**src/rtl/multdiv_seq.sv**
```systemverilog
// rtl/multdiv_seq.sv - multicycle signed 32-bit multiply/divide unit
// Shift-add multiply and restoring divide on magnitudes, one bit per clock.
module multdiv_seq #(
  parameter int WIDTH = 32,
  parameter int ITER  = WIDTH
) (
  input  logic             clock,
  input  logic             reset_n,
  input  logic [WIDTH-1:0] data_operandA,
  input  logic [WIDTH-1:0] data_operandB,
  input  logic             ctrl_MULT,
  input  logic             ctrl_DIV,
  output logic [WIDTH-1:0] data_result,
  output logic             data_exception,
  output logic             data_resultRDY
);

  localparam int CW = $clog2(ITER);

  typedef enum logic [1:0] {IDLE, RUN, DONE} state_t;

  state_t             state;
  logic [CW-1:0]      cnt;
  logic [WIDTH-1:0]   mag_a;
  logic [WIDTH-1:0]   mag_b;
  logic               neg;
  logic               is_div;
  logic               div_zero;
  logic               div_ovf;
  logic [2*WIDTH-1:0] prod;
  logic [WIDTH:0]     rem;

  logic               start;
  logic               start_div;
  logic [WIDTH-1:0]   abs_a;
  logic [WIDTH-1:0]   abs_b;
  logic [WIDTH:0]     mul_sum;
  logic [WIDTH+1:0]   div_trial;
  logic [2*WIDTH-1:0] prod_signed;
  logic [WIDTH-1:0]   quot_signed;
  logic [WIDTH:0]     prod_hi;
  logic               mul_exc;

  always_comb begin
    start       = ctrl_MULT | ctrl_DIV;
    start_div   = ctrl_DIV & ~ctrl_MULT;
    abs_a       = data_operandA[WIDTH-1] ? -data_operandA : data_operandA;
    abs_b       = data_operandB[WIDTH-1] ? -data_operandB : data_operandB;
    // For multiply, prod[WIDTH-1:0] holds the not-yet-consumed multiplier bits.
    mul_sum     = {1'b0, prod[2*WIDTH-1:WIDTH]} + {1'b0, (prod[0] ? mag_a : {WIDTH{1'b0}})};
    // For divide, prod[WIDTH-1:0] shifts dividend bits out and quotient bits in.
    div_trial   = {rem, prod[WIDTH-1]} - {2'b00, mag_b};
    prod_signed = neg ? -prod : prod;
    quot_signed = neg ? -prod[WIDTH-1:0] : prod[WIDTH-1:0];
    prod_hi     = prod_signed[2*WIDTH-1:WIDTH-1];
    mul_exc     = ~((&prod_hi) | ~(|prod_hi));
  end

  always_ff @(posedge clock or negedge reset_n) begin
    if (!reset_n) begin
      state          <= IDLE;
      cnt            <= '0;
      mag_a          <= '0;
      mag_b          <= '0;
      neg            <= 1'b0;
      is_div         <= 1'b0;
      div_zero       <= 1'b0;
      div_ovf        <= 1'b0;
      prod           <= '0;
      rem            <= '0;
      data_result    <= '0;
      data_exception <= 1'b0;
      data_resultRDY <= 1'b0;
    end else begin
      data_resultRDY <= 1'b0;
      if (start) begin
        state    <= RUN;
        cnt      <= '0;
        mag_a    <= abs_a;
        mag_b    <= abs_b;
        neg      <= data_operandA[WIDTH-1] ^ data_operandB[WIDTH-1];
        is_div   <= start_div;
        div_zero <= (data_operandB == '0);
        div_ovf  <= (data_operandA == {1'b1, {(WIDTH-1){1'b0}}}) && (&data_operandB);
        prod     <= start_div ? {{WIDTH{1'b0}}, abs_a} : {{WIDTH{1'b0}}, abs_b};
        rem      <= '0;
      end else begin
        case (state)
          RUN: begin
            if (is_div) begin
              if (!div_trial[WIDTH+1]) begin
                rem              <= div_trial[WIDTH:0];
                prod[WIDTH-1:0]  <= {prod[WIDTH-2:0], 1'b1};
              end else begin
                rem              <= {rem[WIDTH-1:0], prod[WIDTH-1]};
                prod[WIDTH-1:0]  <= {prod[WIDTH-2:0], 1'b0};
              end
            end else begin
              prod <= {mul_sum, prod[WIDTH-1:1]};
            end
            if (cnt == CW'(ITER - 1)) begin
              state <= DONE;
              cnt   <= '0;
            end else begin
              cnt <= cnt + 1'b1;
            end
          end
          DONE: begin
            state          <= IDLE;
            data_resultRDY <= 1'b1;
            if (!is_div) begin
              data_result    <= prod_signed[WIDTH-1:0];
              data_exception <= mul_exc;
            end else if (div_zero) begin
              data_result    <= '0;
              data_exception <= 1'b1;
            end else begin
              data_result    <= quot_signed;
              data_exception <= div_ovf;
            end
          end
          default: state <= IDLE;
        endcase
      end
    end
  end

endmodule

```
**config.mk**
```make
export PLATFORM = sky130hd
export DESIGN_NAME = multdiv_seq
export DESIGN_NICKNAME = d
export VERILOG_FILES = /design/src/rtl/multdiv_seq.sv
export SDC_FILE = /design/constraint.sdc
export NUM_CORES = 1
export LEC_CHECK = 0
export CAP_MARGIN = 30
export CORE_MARGIN = 2
export CORE_UTILIZATION = 61
export CTS_BUF_LIST = sky130_fd_sc_hd__clkbuf_16
export CTS_CLUSTER_DIAMETER = 100
export DETAILED_ROUTE_END_ITERATION = 6
export PLACE_DENSITY_LB_ADDON = 0.3
export SLEW_MARGIN = 20
export SYNTH_ARGS = -nofsm -noshare
export SYNTH_HDL_FRONTEND = slang
export SYNTH_SLANG_ARGS = --single-unit
```
**constraint.sdc**
```tcl
create_clock -name clock -period 5.1 [get_ports clock]
set_clock_uncertainty 0.15 [all_clocks]
set_input_delay 1.53 -clock clock [delete_from_list [all_inputs] [get_ports clock]]
set_output_delay 1.53 -clock clock [all_outputs]
set_load 0.02 [all_outputs]
```
======== Word level (Yosys, flattened, before mapping) ========
Index checks and enable logic that the tools add are counted.
cells by class
  muxes and demuxes ....................... 27
  bitwise gates (word level) .............. 8
  reduce and logical (&&, ||, !) cells .... 10
  equality and inequality tests ........... 6
  add/sub/neg operators ................... 7
operators with widths
  kind                                                                    number
  32-bit two-way mux                                                      9
  64-bit two-way mux                                                      3
  33-bit two-way mux                                                      4
  32-bit negator                                                          3
  64-bit negator                                                          1
  34-bit by 32-bit subtractor with 34-bit output                          1
  32-bit by 32-bit adder with 33-bit output                               1
  33-bit AND reduction                                                    1
  33-bit OR reduction                                                     1
  32-bit equality test (second input constant)                            1
  32-bit logical NOT                                                      1
  32-bit AND reduction                                                    1
  5-bit two-way mux                                                       3
  2-bit two-way mux                                                       3
  2-bit AND reduction                                                     3
  5-bit by 1-bit adder with 5-bit output (second input constant)          1
  5-bit equality test (second input constant)                             1
  1-bit two-way mux                                                       5
  1-bit inverter                                                          4
  2-bit nonzero test                                                      2
  3-bit != test (second input constant)                                   1
  2-bit by 1-bit equality test with 1-bit output (second input constant)  1
  2-bit equality test (second input constant)                             1
  2-bit by 1-bit != test with 1-bit output (second input constant)        1
  4 further kinds                                                         5
storage, ports and cells
  bits in registers ....................... 206
  bits of input ports ..................... 68
  word-level logic and storage cells ...... 72

======== Longest topological paths before layout ========
  depth in word-level cells ............... 7
  mapped depth ............................ 15
  mapped depth without buffers ............ 14

======== Worst setup path after synthesis ========
No wires, ideal clock.
  kind .................................... input -> register
  start ................................... input data_operandB[5]
  end ..................................... register prod[30]
  slack ................................... 520 ps
  arrival ................................. 4,304 ps
  buffers on the path ..................... 0
  stages on the path ...................... 8
  required time ........................... 4,824 ps
  library setup time ...................... 126 ps
  cells stage by stage .................... or3_1 -> or4_4 -> or4_4 -> or3_1 -> or3_1 -> o31ai_2 -> xnor2_1 -> a221o_1
on the way
  cells in the longest elaborated chain, start to end .. 4
RTL lines
  element                        line  RTL
  start, declared                10    input logic [WIDTH-1:0] data_operandB,
  32-bit negator                 48    abs_b = data_operandB[WIDTH-1] ? -data_operandB : data_operandB;
  32-bit two-way mux             48
  32-bit two-way mux             85    prod <= start_div ? {{WIDTH{1'b0}}, abs_a} : {{WIDTH{1'b0}}, abs_b};
  64-bit two-way mux             76    if (start) begin
  end signal, assigned           85
  end signal, assigned by index  93    prod[WIDTH-1:0] <= {prod[WIDTH-2:0], 1'b1};
  end signal, assigned by index  96    prod[WIDTH-1:0] <= {prod[WIDTH-2:0], 1'b0};
  end, declared                  30    logic [2*WIDTH-1:0] prod;
Every way passes these cells.
A chain may end at the register's enable or synchronous reset.

======== Worst setup path in the final report ========
  start ................................... register prod[8]
  end ..................................... register data_exception
on the way
  cells in the longest elaborated chain, start to end .. 7
  elaborated cells on any way between the ends .. 8
  classes of those cells .................. add/sub (1); mux (2); bitwise (3); reduce/logical (2)
RTL lines
  element               line  RTL
  64-bit negator *      53    prod_signed = neg ? -prod : prod;
  64-bit two-way mux *  53
  33-bit OR reduction   56    mul_exc = ~((&prod_hi) | ~(|prod_hi));
  1-bit inverter        56
  1-bit OR *            56
  1-bit inverter *      56
  1-bit two-way mux *   111   if (!is_div) begin
  end signal, assigned  113   data_exception <= mul_exc;
  end signal, assigned  119   data_exception <= div_ovf;
  end, declared         14    output logic data_exception,
Mark *: on every way between the ends. The rest lies on a longest branch, timed or not.

==> qor.yml <==
status: "finished clean"
ys_ff_latch: 206
syn-cell-area_um2: 15100
grt_max_degree: 85
min_to: "mag_a[0]$_DFFE_PN0N_"
num_vias: 14536
core-area_um2: 24300
synth_cells: 1788
clkSlewWorstSetupHoldPaths_ns: 0.06
synth.avg_cell_area_um2: 8.46
min_period_ns: 4.85
setup_viol: 0
report.final.slew_viol_count: 0
drt-total-wl_mm: 46.8
hold_start: "mag_a[0]$_DFFE_PN0N_"
clkSinkCount: 206
first_pass_iters: 6
arrival_ns: 5.10
rows: 57
hold_class: "reg2reg"
clock_path_buffers: 3
holdBufCountCts: 0
syn_nets: 1928
fin_nets: 2024
yosys.area.top_type: "dfrtp_1"
synth_edf_count: 0
power.density_nw_per_um2: 278
fill_cells: 1887
htreeDepth: 1
antenna_cells: 0
r2r-start: "prod[8]$_DFFE_PN0P_"
syn_to_final_growth_pct: 16.0
drv_cap: 0
cp.required_ns: 5.35
highest_layer: "met4"
grt_pass1_vias: 13777
grt_antenna_before_repair: 0
maxSlewHeadroom_pct: 35.0
cts_tree: "yes"
yosysUniqueCellTypes: 76
cp-start-kind: "flop"
cts_buffers: 24
dieWidth_um: 162
initial_core_util_pct: 62.2
wl_met2_mm: 20.2
synth_warnings: 0
hold_path_depth: 2
ios: 102
ctsResizeCount: 0
vdd.ir_drop.worst_mv: 0.219
dp_hpwl_mm: 35.2
reg2regPathDepth: 10
fmax_mhz: 206
critPathCaptureType: "flop"
r2r-end: "data_exception$_DFFE_PN0P_"
grt_pass1_wl_mm: 74.6
finalPower_mw: 4.88
cts_root_buffer: "clkbuf_16"
r2r_slack_ns: 0.25
dieArea_um2: 26100
fin_crit_sh_pct: 95.1
hold_viol_final: 0
p_leak_nw: 7.69
grt_overflow: 0
met3_length_mm: 5.13
async_reset_ff_share_pct: 100
yosysTopAreaCellShare_pct: 34.1
cp_max_fo: 9
ys.flop_type: "dfrtp_1"
seq_area_frac_synth_pct: 34.1
rsz0062_at_grt: "no"
post_drt_via_cell_ratio: 6.53
final_antenna_net_count: 0
tightest_slew_ns: 0.966
grt_util_all_layers_pct: 35.9
post-cts-setup-buffers: 0
hold_slack_ns: 0.326
wl_met1_mm: 20.1
io_buffers: 101
ys_top_cells_by_area: "dfrtp_1 34%, ha_1 5.8%, xor2_1 4.9%, xnor2_1 4.8%, o21ai_0 4.8%"
clkLatencyLatePin_ns: 0.53
dr.first_iter.drc_count: 1511
drc: 0
drive_above_1_share_pct: 8.10
fp.dieH_um: 162
post_drt_wl_per_cell_um: 21.0
gp_congestion: 1.01
crit_type: "reg2reg"
flip-flops by register name, indices dropped and copies added (netlist names):
| name | count |
|---|---|
| state | 2 |
| data_resultRDY | 1 |
| mag_a | 32 |
| is_div | 1 |
| mag_b | 32 |
| neg | 1 |
| div_ovf | 1 |
| prod | 64 |
| data_result | 32 |
| cnt | 5 |
| data_exception | 1 |
| div_zero | 1 |
| rem | 33 |
per-stage QoR:
stage	util (%)	setup TNS [ns]	worst slack (ns)	area [um2]	instances
after floorplan	-	0	0.520	15100	1788
after global placement	68.8	0	0.0485	16700	2182
after detailed placement	68.8	-0.0297	-0.0287	16700	2182
after CTS	72.2	0	0.520	17600	2226
after global routing	72.2	0	0.167	17600	2226
final	72.2	0	0.250	17600	2226
critical path, stage by stage (launching register included):
cell,delay (ns)
dfrtp_1,0.54
nor4_1,0.80
nand3_1,0.40
or4_1,0.83
o41ai_1,0.49
xor2_1,0.19
a2111oi_1,0.40
nand4_1,0.21
or3_1,0.37
o31ai_2,0.25
o31ai_1,0.09
kinds of logic after synthesis:
family	share of synthesized area (%)
AO/OA/AOI/OAI	22.8
XOR/XNOR	9.67
adder cells (fa/ha/maj)	6.05
buffers and inverters	4.08
flip-flops	34.1
multiplexers	3.85
AND/OR/NAND/NOR	19.5
where the power goes:
part / internal, mW / switching (mW) / leakage (nW) / total (mW)
Combinational: 0.473 / 0.705 / 4.64 / 1.18
Sequential: 1.75 / 0.156 / 2.64 / 1.90
Clock: 1.09 / 0.718 / 0.415 / 1.81
worst max-delay path by stage:
stage,start,endpoint,depth (start not counted),slack [ns]
2_1_floorplan,data_operandB[5],prod[30]$_DFFE_PN0P_,8,0.52
6_report,prod[8]$_DFFE_PN0P_,data_exception$_DFFE_PN0P_,10,0.25
3_3_place_gp,data_operandB[1],prod[29]$_DFFE_PN0P_,9,0.05
5_1_grt,prod[8]$_DFFE_PN0P_,data_exception$_DFFE_PN0P_,10,0.17
3_5_place_dp,data_operandB[5],prod[30]$_DFFE_PN0P_,9,-0.03
4_1_cts,data_operandB[5],prod[30]$_DFFE_PN0P_,9,0.52
cells in the final DEF (no fill, tap or decap), types with 11 or more instances in the layout:
cell type        Yosys  final
dfrtp_1            206    204
nor2_1             179    178
nand2_1            177    177
o21ai_0            145    145
a21oi_1            115    114
clkdlybuf4s50_1      0    100
xor2_1              84     84
xnor2_1             83     82
ha_1                70     70
buf_4                0     68
inv_1               60     63
mux2i_1             47     47
o31ai_1             40     40
and2_1              38     38
a22o_1              33     33
or3_1               28     28
nor3_1              26     26
nand3_1             25     25
clkbuf_16            0     25
a21o_1              23     23
nor2b_1             22     22
a211oi_1            20     20
nand4_1             18     18
or4_1               17     17
a31oi_1             17     17
and3_1              15     15
o41ai_1             14     14
nor4_1              14     14
nand2b_1            12     12
o221ai_1            11     11
per-layer routing:
metal,vias to the layer above,GRT usage [%]
li1,6667,-
met1,6981,52.1
met2,793,54.1
met3,95,7.73
met4,0,10.6
met5,-,0
cells in the mapped netlist (all sizes together) (16+ instances only):
library cell,instances
nor4,16
nand2,177
nor2,179
or3,30
nor2b,22
or4,20
ha,70
a211oi,20
and2,38
a31oi,17
o41ai,16
o31ai,43
xnor2,83
a22o,33
nor3,28
a21oi,115
clkbuf,89
o21ai,145
nand4,18
mux2i,47
a21o,23
inv,60
nand3,26
xor2,84
dfrtp,206
area by class of cell:
class | count | area (um2) | share of cell area (%)
clock buffer | 25 | 626 | 3.56
inverter | 61 | 229 | 1.30
timing repair buffer | 171 | 1570 | 8.92
clock inverter | 19 | 193 | 1.10
multi-input combinational | 1420 | 9380 | 53.4
sequential | 206 | 5160 | 29.4
tap | 324 | 405 | 2.31
Note: power is estimated with default switching activity, not from simulation.
==> RTL change: new RTL, same settings <==
`WIDTH`: 32 -> 64.
--- a/src/rtl/multdiv_seq.sv
+++ b/src/rtl/multdiv_seq.sv
@@ -1,7 +1,7 @@
 // rtl/multdiv_seq.sv - multicycle signed 32-bit multiply/divide unit
 // Shift-add multiply and restoring divide on magnitudes, one bit per clock.
 module multdiv_seq #(
-  parameter int WIDTH = 32,
+  parameter int WIDTH = 64,
   parameter int ITER  = WIDTH
 ) (
   input  logic             clock,
Ports: changed (resized data_operandA, data_operandB and data_result); port bits go from 102 to 198. The function was not compared with the original's and may differ.
==> RTL change against the unedited design <==
- critical path depth increased by 2
- synthesized cell count is 110% higher
- design area is 110% higher
- maximum frequency down 3.3%
- synthesized area grew 100%
- die area rose by 100%
- sequential cell count rose by 193
- total power is 110% higher
- critical endpoint is now prod[62]
- first-iteration DRC count rose to 2.9 times the old value
- global-route usage grew 7.0 points
- worst setup slack worse by 0.16 ns
- routed wire length increased by 150%
==> RTL change: results (changes against the unedited design) <==
----------------------------------------------------
[Power]
  Power drawn by the clock network ... 3.41 mW (was 1.81 mW)
  Net switching power of the design ... 3.64 mW (was 1.58 mW)
  Peak ir drop on the vdd network ... 252 uV (was 219 uV)
  Leakage dissipation ... 16.6 nW (was 7.69 nW)
  Power density over cell area ... 270 nW/um^2 (was 278 nW/um^2)

[STA]
  Transition time at the pin with the least slew margin ... 1.01 ns (was 0.966 ns)

[Synthesis]
  Mean post-synth cell area ... 8.02 sq um (was 8.46 sq um)
  Top cells by instance count after synthesis ... 413 x sky130_fd_sc_hd__nand2_1, 399 x sky130_fd_sc_hd__dfrtp_1, 354 x sky130_fd_sc_hd__o21ai_0 (was 206 x sky130_fd_sc_hd__dfrtp_1, 179 x sky130_fd_sc_hd__nor2_1, 177 x sky130_fd_sc_hd__nand2_1)
  Synth area leaders ... sky130_fd_sc_hd__dfrtp_1 32%, sky130_fd_sc_hd__xor2_1 7.5%, sky130_fd_sc_hd__o21ai_0 5.8%, sky130_fd_sc_hd__a21oi_1 5.7%, sky130_fd_sc_hd__ha_1 5.4% (was sky130_fd_sc_hd__dfrtp_1 34%, sky130_fd_sc_hd__ha_1 5.8%, sky130_fd_sc_hd__xor2_1 4.9%, sky130_fd_sc_hd__xnor2_1 4.8%, sky130_fd_sc_hd__o21ai_0 4.8%)
  Number of unique standard cell types used by synthesis ... 75 (was 76)
  Mapped Nets ... 4,101 (was 1,928)

[Layout]
  Net count of the finished layout ... 4,467 (was 2,024)
  Share of post-route cells with drive strength above 1 ... 12.8% (was 8.10%)
  Count of fill cells added during filler insertion ... 3,834 (was 1,887)

[Place]
  Total half-perimeter wirelength after legalization and detailed placement ... 87,400 microns (was 35,200 microns)
  Cell area after placement ... 35,500 sq um (was 16,700 sq um)
  Placer's final routability congestion estimate ... 1.07 (was 1.01)

[GRT]
  First-pass GRT wire length ... 175,000 microns (was 74,600 microns)
  Largest net degree at the start of global routing ... 92 (was 85)
  Initial antenna violation count ... 7 (was 0)
  Via count of the first global-routing pass ... 29,963 (was 13,777)

[Outcome]
  Outcome ... completed (unchanged)

[Routing]
  Wire length per cell after detailed routing ... 23.4 microns (was 21.0 microns)
  Final routed wirelength across all metal layers ... 115,000 microns (was 46,800 microns)
  DR vias/cell ... 6.58 (was 6.53)

[Critical path]
  Worst stage delay on the critical path ... 0.52 ns (was 0.83 ns)

[Clocking]
  Total clock buffers created by CTS ... 47 (was 24)

----------------------------------------------------
-- RTL change: final timing paths --
check,startpoint,end,slack [ns],cells past startpoint
worst max-delay path,data_operandA[35],prod[62],0.09,12
worst min-delay path,data_result[23],data_result[23],0.33,2
worst max register to register,prod[63],rem[64],0.09,16
worst min register to register,data_result[23],data_result[23],0.33,2
max in group asynchronous,reset_n,rem[52],3.05,3
min in group asynchronous,reset_n,prod[96],0.74,1
-- RTL change: metal layers --
metal  GRT usage (%)  vias to the layer above  part of all wire [%]
met2            61.5                     2114                    41
met5            1.10                        -                  0.13
li1                -                    14662                     -
met4            22.8                       12                   6.1
met1            58.8                    15189                    39
met3            11.9                      367                    13
-- RTL change: timing repair --
| item | in CTS | in global routing |
|---|---|---|
| pin swaps | 20 | 17 |
| hold buffers | 0 | 0 |
| resized for setup | 42 | 28 |
| endpoints found under the setup margin | 33 | 31 |
| buffers inserted | 4 | 1 |
-- RTL change: cells by family (layout without fill, tap and decap cells) --
logic type / Yosys count / in the layout / synth area share [%]
AOI/OAI and AO/OA: 1194 / 1194 / 24.1
xor gates and xnor gates: 352 / 352 / 10.0
adders and majority gates: 135 / 135 / 5.54
buffers and inverters: 346 / 750 / 4.24
DFF: 399 / 399 / 32.5
muxes: 83 / 83 / 2.70
other: 0 / 2 / 0
and+or+nand+nor: 1325 / 1325 / 20.9
-- RTL change: final cells by class --
cell class                      count  area, sq um  share of cell area [%]
Multi-Input combinational cell   3089        19800                    53.1
Sequential cell                   399         9990                    26.8
Timing Repair Buffer              551         4700                    12.6
Clock buffer                       47         1180                    3.16
Tap cell                          672          841                    2.26
Inverter                          112          420                    1.13
Clock inverter                     40          345                   0.927
Antenna cell                        2         5.00                  0.0134
